### src/rtl/uart_pkg.sv
// Shared types and helpers for the stream UART blocks.
package uart_pkg;

    typedef enum logic [2:0] {IDLE, START, DATA, PAR, STOP} uart_tx_state_t;

    localparam int PARITY_NONE = 0;
    localparam int PARITY_ODD  = 1;
    localparam int PARITY_EVEN = 2;

    // Clock cycles from the accept edge until the FSM is back in IDLE.
    function automatic int uart_frame_cycles(input int clk_div, input int parity, input int stop_bits);
        return clk_div * (9 + ((parity != PARITY_NONE) ? 1 : 0) + stop_bits);
    endfunction

endpackage

### src/rtl/uart_bit_timer.sv
// Bit-period divider: counts 0..CLK_DIV-1 while enabled, ticks on the last cycle of each bit.
module uart_bit_timer #(
    parameter int CLK_DIV = 868
) (
    input  logic clk,
    input  logic rstn,
    input  logic clr,
    input  logic en,
    output logic tick
);

    localparam int             W    = (CLK_DIV > 1) ? $clog2(CLK_DIV) : 1;
    localparam logic [W-1:0]   LAST = W'(CLK_DIV - 1);

    logic [W-1:0] cnt;

    always_ff @(posedge clk or negedge rstn) begin
        if (!rstn)
            cnt <= '0;
        else if (clr || !en || cnt == LAST)
            cnt <= '0;
        else
            cnt <= cnt + 1'b1;
    end

    assign tick = en && (cnt == LAST);

endmodule

### src/rtl/stream_uart_tx.sv
// Stream-to-UART serializer: accepts one byte per frame over valid/ready and
// shifts it out LSB-first with optional parity and 1 or 2 stop bits.
module stream_uart_tx
    import uart_pkg::*;
#(
    parameter int CLK_DIV   = 868,
    parameter int PARITY    = 0,
    parameter int STOP_BITS = 1
) (
    input  logic       clk,
    input  logic       rstn,
    input  logic       itvalid,
    output logic       itready,
    input  logic [7:0] itdata,
    output logic       o_uart_tx,
    output logic       o_busy
);

    if (CLK_DIV < 2) begin : g_bad_div
        $error("stream_uart_tx: CLK_DIV must be >= 2");
    end
    if (PARITY > 2 || PARITY < 0) begin : g_bad_par
        $error("stream_uart_tx: PARITY must be 0, 1 or 2");
    end
    if (STOP_BITS != 1 && STOP_BITS != 2) begin : g_bad_stop
        $error("stream_uart_tx: STOP_BITS must be 1 or 2");
    end

    localparam logic STOP_LAST = (STOP_BITS == 2);

    uart_tx_state_t state;
    logic [7:0]     shreg;
    logic [2:0]     bitcnt;
    logic           stopcnt;
    logic           par_bit;
    logic           hs;
    logic           tick;

    assign itready = rstn & (state == IDLE);
    assign hs      = itvalid & itready;

    uart_bit_timer #(.CLK_DIV(CLK_DIV)) u_timer (
        .clk  (clk),
        .rstn (rstn),
        .clr  (hs),
        .en   (state != IDLE),
        .tick (tick)
    );

    // Line value for each state is registered on the edge that enters it.
    always_ff @(posedge clk or negedge rstn) begin
        if (!rstn) begin
            state     <= IDLE;
            shreg     <= '0;
            bitcnt    <= '0;
            stopcnt   <= 1'b0;
            par_bit   <= 1'b0;
            o_uart_tx <= 1'b1;
            o_busy    <= 1'b0;
        end else begin
            case (state)
                IDLE: if (hs) begin
                    shreg     <= itdata;
                    par_bit   <= (PARITY == PARITY_ODD) ? ~^itdata : ^itdata;
                    o_uart_tx <= 1'b0;
                    o_busy    <= 1'b1;
                    state     <= START;
                end
                START: if (tick) begin
                    o_uart_tx <= shreg[0];
                    shreg     <= shreg >> 1;
                    bitcnt    <= '0;
                    state     <= DATA;
                end
                DATA: if (tick) begin
                    if (bitcnt == 3'd7) begin
                        if (PARITY != PARITY_NONE) begin
                            o_uart_tx <= par_bit;
                            state     <= PAR;
                        end else begin
                            o_uart_tx <= 1'b1;
                            stopcnt   <= 1'b0;
                            state     <= STOP;
                        end
                    end else begin
                        o_uart_tx <= shreg[0];
                        shreg     <= shreg >> 1;
                        bitcnt    <= bitcnt + 3'd1;
                    end
                end
                PAR: if (tick) begin
                    o_uart_tx <= 1'b1;
                    stopcnt   <= 1'b0;
                    state     <= STOP;
                end
                STOP: if (tick) begin
                    if (stopcnt == STOP_LAST) begin
                        o_busy <= 1'b0;
                        state  <= IDLE;
                    end else begin
                        stopcnt <= 1'b1;
                    end
                end
                default: begin
                    o_uart_tx <= 1'b1;
                    o_busy    <= 1'b0;
                    state     <= IDLE;
                end
            endcase
        end
    end

endmodule

### config.mk
export PLATFORM = sky130hd
export DESIGN_NAME = stream_uart_tx
export DESIGN_NICKNAME = d
export VERILOG_FILES = /design/src/rtl/uart_pkg.sv /design/src/rtl/uart_bit_timer.sv /design/src/rtl/stream_uart_tx.sv
export SDC_FILE = /design/constraint.sdc
export NUM_CORES = 1
export LEC_CHECK = 0
export CAP_MARGIN = 20
export CORE_MARGIN = 1
export CORE_UTILIZATION = 45
export CTS_BUF_LIST = sky130_fd_sc_hd__clkbuf_4 sky130_fd_sc_hd__clkbuf_8 sky130_fd_sc_hd__clkbuf_16
export DETAILED_ROUTE_END_ITERATION = 8
export HOLD_SLACK_MARGIN = 0.06
export PLACE_DENSITY = 0.66
export SKIP_LAST_GASP = 1
export SLEW_MARGIN = 0
export SYNTH_ARGS = -nofsm -noshare
export SYNTH_HDL_FRONTEND = slang
export SYNTH_SLANG_ARGS = --single-unit
### constraint.sdc
create_clock -name clk -period 2.5 [get_ports clk]
set_clock_uncertainty 0.05 [all_clocks]
set_input_delay 0.25 -clock clk [delete_from_list [all_inputs] [get_ports clk]]
set_output_delay 0.25 -clock clk [all_outputs]
set_load 0.005 [all_outputs]
==> results by group <==
Status
  • Outcome: finished clean

Detailed routing
  • ANT nets after route: 0
  • Via count: 928
  • DR iter-0 viols: 27
  • Routed vias/inst: 5.46
  • TritonRoute pass-1 iters: 4
  • DRT Wirelength: 2310 um
  • Residual DRC: 0
  • WL per Instance: 13.6 um

Floorplanning
  • Initial Util: 47.6%
  • Row count: 19
  • I/O pin cnt: 14
  • Die Span Y: 56.0 um
  • Die Wd: 56.0 um
  • Die ar.: 3140 um2
  • Core Region: 2760 um2

Pwr
  • Switch Pwr: 310 uW
  • Clock power frac: 20.7%
  • Sw Share: 30.5%
  • Worst IR Drop VDD: 0.467 mV
  • Leakage: 0.649 nW
  • Flop pwr share: 56.9%
  • Comb pwr share: 22.4%
  • Cell Int Power: 706 uW
  • PD cells: 675 nW/um2

Global route
  • GRT busiest layer: met2
  • GRT met2 Usage: 25.2%
  • Grt met3 use: 2.33%
  • Total gr overflow: 0
  • Initial antenna violation count: 0
  • Met1 GRT Util: 20.9%
  • First-pass GRT wire length: 3860 um
  • Largest net degree at the start of global routing: 23
  • Vias in the first global route: 902
  • GR Util All Layers: 15.5%

Clocking
  • CTS tree: built
  • Setup Buffers After CTS: 0
  • H-Tree Depth: 1
  • Clk sinks: 26
  • Clock insertion delay at the later pin of the skew report: 0.31 ns
  • CTS clk-pin slew, worst paths: 0.14 ns
  • Maximum clock path buffer count: 2
  • Hold buffer count at cts: 0
  • Resized Gates After CTS: 0
  • Root buffer cell: clkbuf_4
  • Num CTS Buffers: 3

Worst setup path
  • Arrival @ worst endpoint: 1.97 ns
  • Critical-path maximum fanout: 10
  • Worst Setup Path Type: reg -> out
  • R2r endpoint: bitcnt[0]
  • Worst r2r path cells: 5
  • CP Data Required Time: 2.20 ns
  • RR Startpoint: u_timer.cnt[0]
  • Critical Path End Type: output pin
  • Register-to-register setup slack: 0.45 ns
  • Crit start category: register

Yosys
  • Ys async rst share: 100%
  • Number of enable flip-flop cells after synthesis: 0
  • Synthesized instance count: 125
  • Avg Inst Size Synth: 10.5 um2
  • Synthesized net count: 139
  • Mapped Area: 1310 um2
  • Sequential area share after synthesis: 49.6%
  • Synth warn: 0
  • Post-synth cell types: 37
  • Seq cells post-synth: 26
  • Dominant synthesized flop cell: dfrtp_1

STA
  • Least-Margin Pin Slew: 0.548 ns
  • Tcrit/Tclk final: 90.8%
  • Hold Fails Final Rpt: 0
  • TNS Setup: 0 ns
  • F_max: 440 MHz
  • Fin. max-slew vios: 0
  • Endpoints failing setup: 0
  • RSZ-0062 raised after global routing: false
  • Relative slew margins: 63.2%
  • Final Critical Period: 2.27 ns

Placement
  • Final GP Congestion: 0.771
  • DPL Wire Length: 1690 um
  • DP Area: 1470 um2
  • IO buf count: 13

Final layout
  • Ant diodes: 0
  • Post-route cell area: 1510 um2
  • Area grow syn2layout: 14.6%
  • Nets: 154
  • Share of cells above drive strength 1: 10.1%

Min path
  • Worst min-delay path class: in -> async

Job
  • Max cap viols: 0
-- synth_stat cells, types with 3 or more instances --
master	n	area, um2
nor3_1	3	15.0
xor2_1	3	26.3
nand3_1	5	25.0
nor2_1	19	71.3
xnor2_1	6	52.6
inv_1	8	30.0
mux2i_1	3	30.0
o221a_1	7	78.8
nand2_1	5	18.8
nand2b_1	8	50.1
ha_1	3	37.5
dfrtp_1	25	626
-- per-layer routing --
| layer | wire length, um | share of wire, % | vias to the layer above |
|---|---|---|---|
| li1 | - | - | 465 |
| met4 | 19 | 0.82 | 0 |
| met2 | 1030 | 45 | 20 |
| met1 | 1180 | 51 | 441 |
| met5 | 0 | 0 | - |
| met3 | 81 | 3.5 | 2 |
-- cell type report --
cell class	instances	area (um2)
Multi-Input combinational cell	86	603
Clock buffer	4	36.3
Sequential cell	26	652
Fill cell	244	1250
Tap cell	31	38.8
Inverter	8	30.0
Timing Repair Buffer	15	145
-- per-stage QoR --
stage	hold WS, ns	instances	setup slack (ns)	utilization [%]	power [mW]
2_1_floorplan	-0.0956	125	0.615	-	0.737
3_3_place_gp	0.430	166	0.453	53.3	0.801
3_5_place_dp	0.435	166	0.440	53.3	0.813
4_1_cts	0.101	170	0.208	54.6	1.03
5_1_grt	0.114	170	0.113	54.6	1.07
6_report	0.117	170	0.229	54.6	1.02
-- layout by cell type, fill, tap and decap left out, drive strengths merged --
| cell type | instances |
|---|---|
| nor2 | 19 |
| dfstp | 1 |
| a2bb2oi | 1 |
| a21oi | 2 |
| o221a | 7 |
| nand2 | 5 |
| buf | 2 |
| dfrtp | 25 |
| o211a | 1 |
| a31o | 1 |
| xnor2 | 6 |
| inv | 8 |
| or3 | 1 |
| clkdlybuf4s50 | 13 |
| o21a | 1 |
| nor4 | 1 |
| o32ai | 1 |
| nand2b | 8 |
| clkbuf | 4 |
| o22ai | 1 |
| nor3 | 5 |
| nand4 | 2 |
| nand3 | 5 |
| or3b | 1 |
| and4b | 1 |
| xor2 | 3 |
| ha | 3 |
| a31oi | 1 |
| mux2 | 1 |
| o21ai | 3 |
| and2 | 1 |
| or2 | 1 |
| a211o | 1 |
| mux2i | 3 |
-- worst max path at each step --
stage / from / endpoint / depth (start not counted)
detailed placement: u_timer.cnt[0] / bitcnt[0] / 5
global route: state[0] / itready / 4
global placement: u_timer.cnt[0] / bitcnt[0] / 5
finish: state[0] / itready / 4
floorplan: u_timer.cnt[0] / shreg[0] / 6
CTS: state[0] / itready / 4
-- logic make-up after synthesis --
| logic type | Yosys count | synth area share (%) |
|---|---|---|
| and+or+nand+nor | 50 | 21.0 |
| DFF | 26 | 49.6 |
| AOI/OAI and AO/OA | 20 | 12.9 |
| buffers and inverters | 13 | 4.48 |
| xor gates and xnor gates | 9 | 6.00 |
| muxes | 4 | 3.14 |
| adders and majority gates | 3 | 2.86 |
-- critical path, cell delays in order, from the launching register on --
cell             delay [ns]
dfrtp_1                0.52
or2_1                  0.32
nor2_1                 0.18
and2_1                 0.15
clkdlybuf4s50_1        0.49
-- sequential cells by signal (all words and copies together), names as in the netlist --
name         cells
u_timer.cnt     10
o_busy           1
o_uart_tx        1
state            3
bitcnt           3
shreg            8
-- power groups by stage --
stage	Combinational (mW)	Sequential, mW	Clock [mW]
final	0.228	0.578	0.211
after global routing	0.257	0.588	0.229
after CTS	0.231	0.576	0.223
after detailed placement	0.230	0.583	0
after global placement	0.220	0.581	0
after floorplan	0.178	0.559	0
No activity file was read; power rests on OpenSTA's default activity.
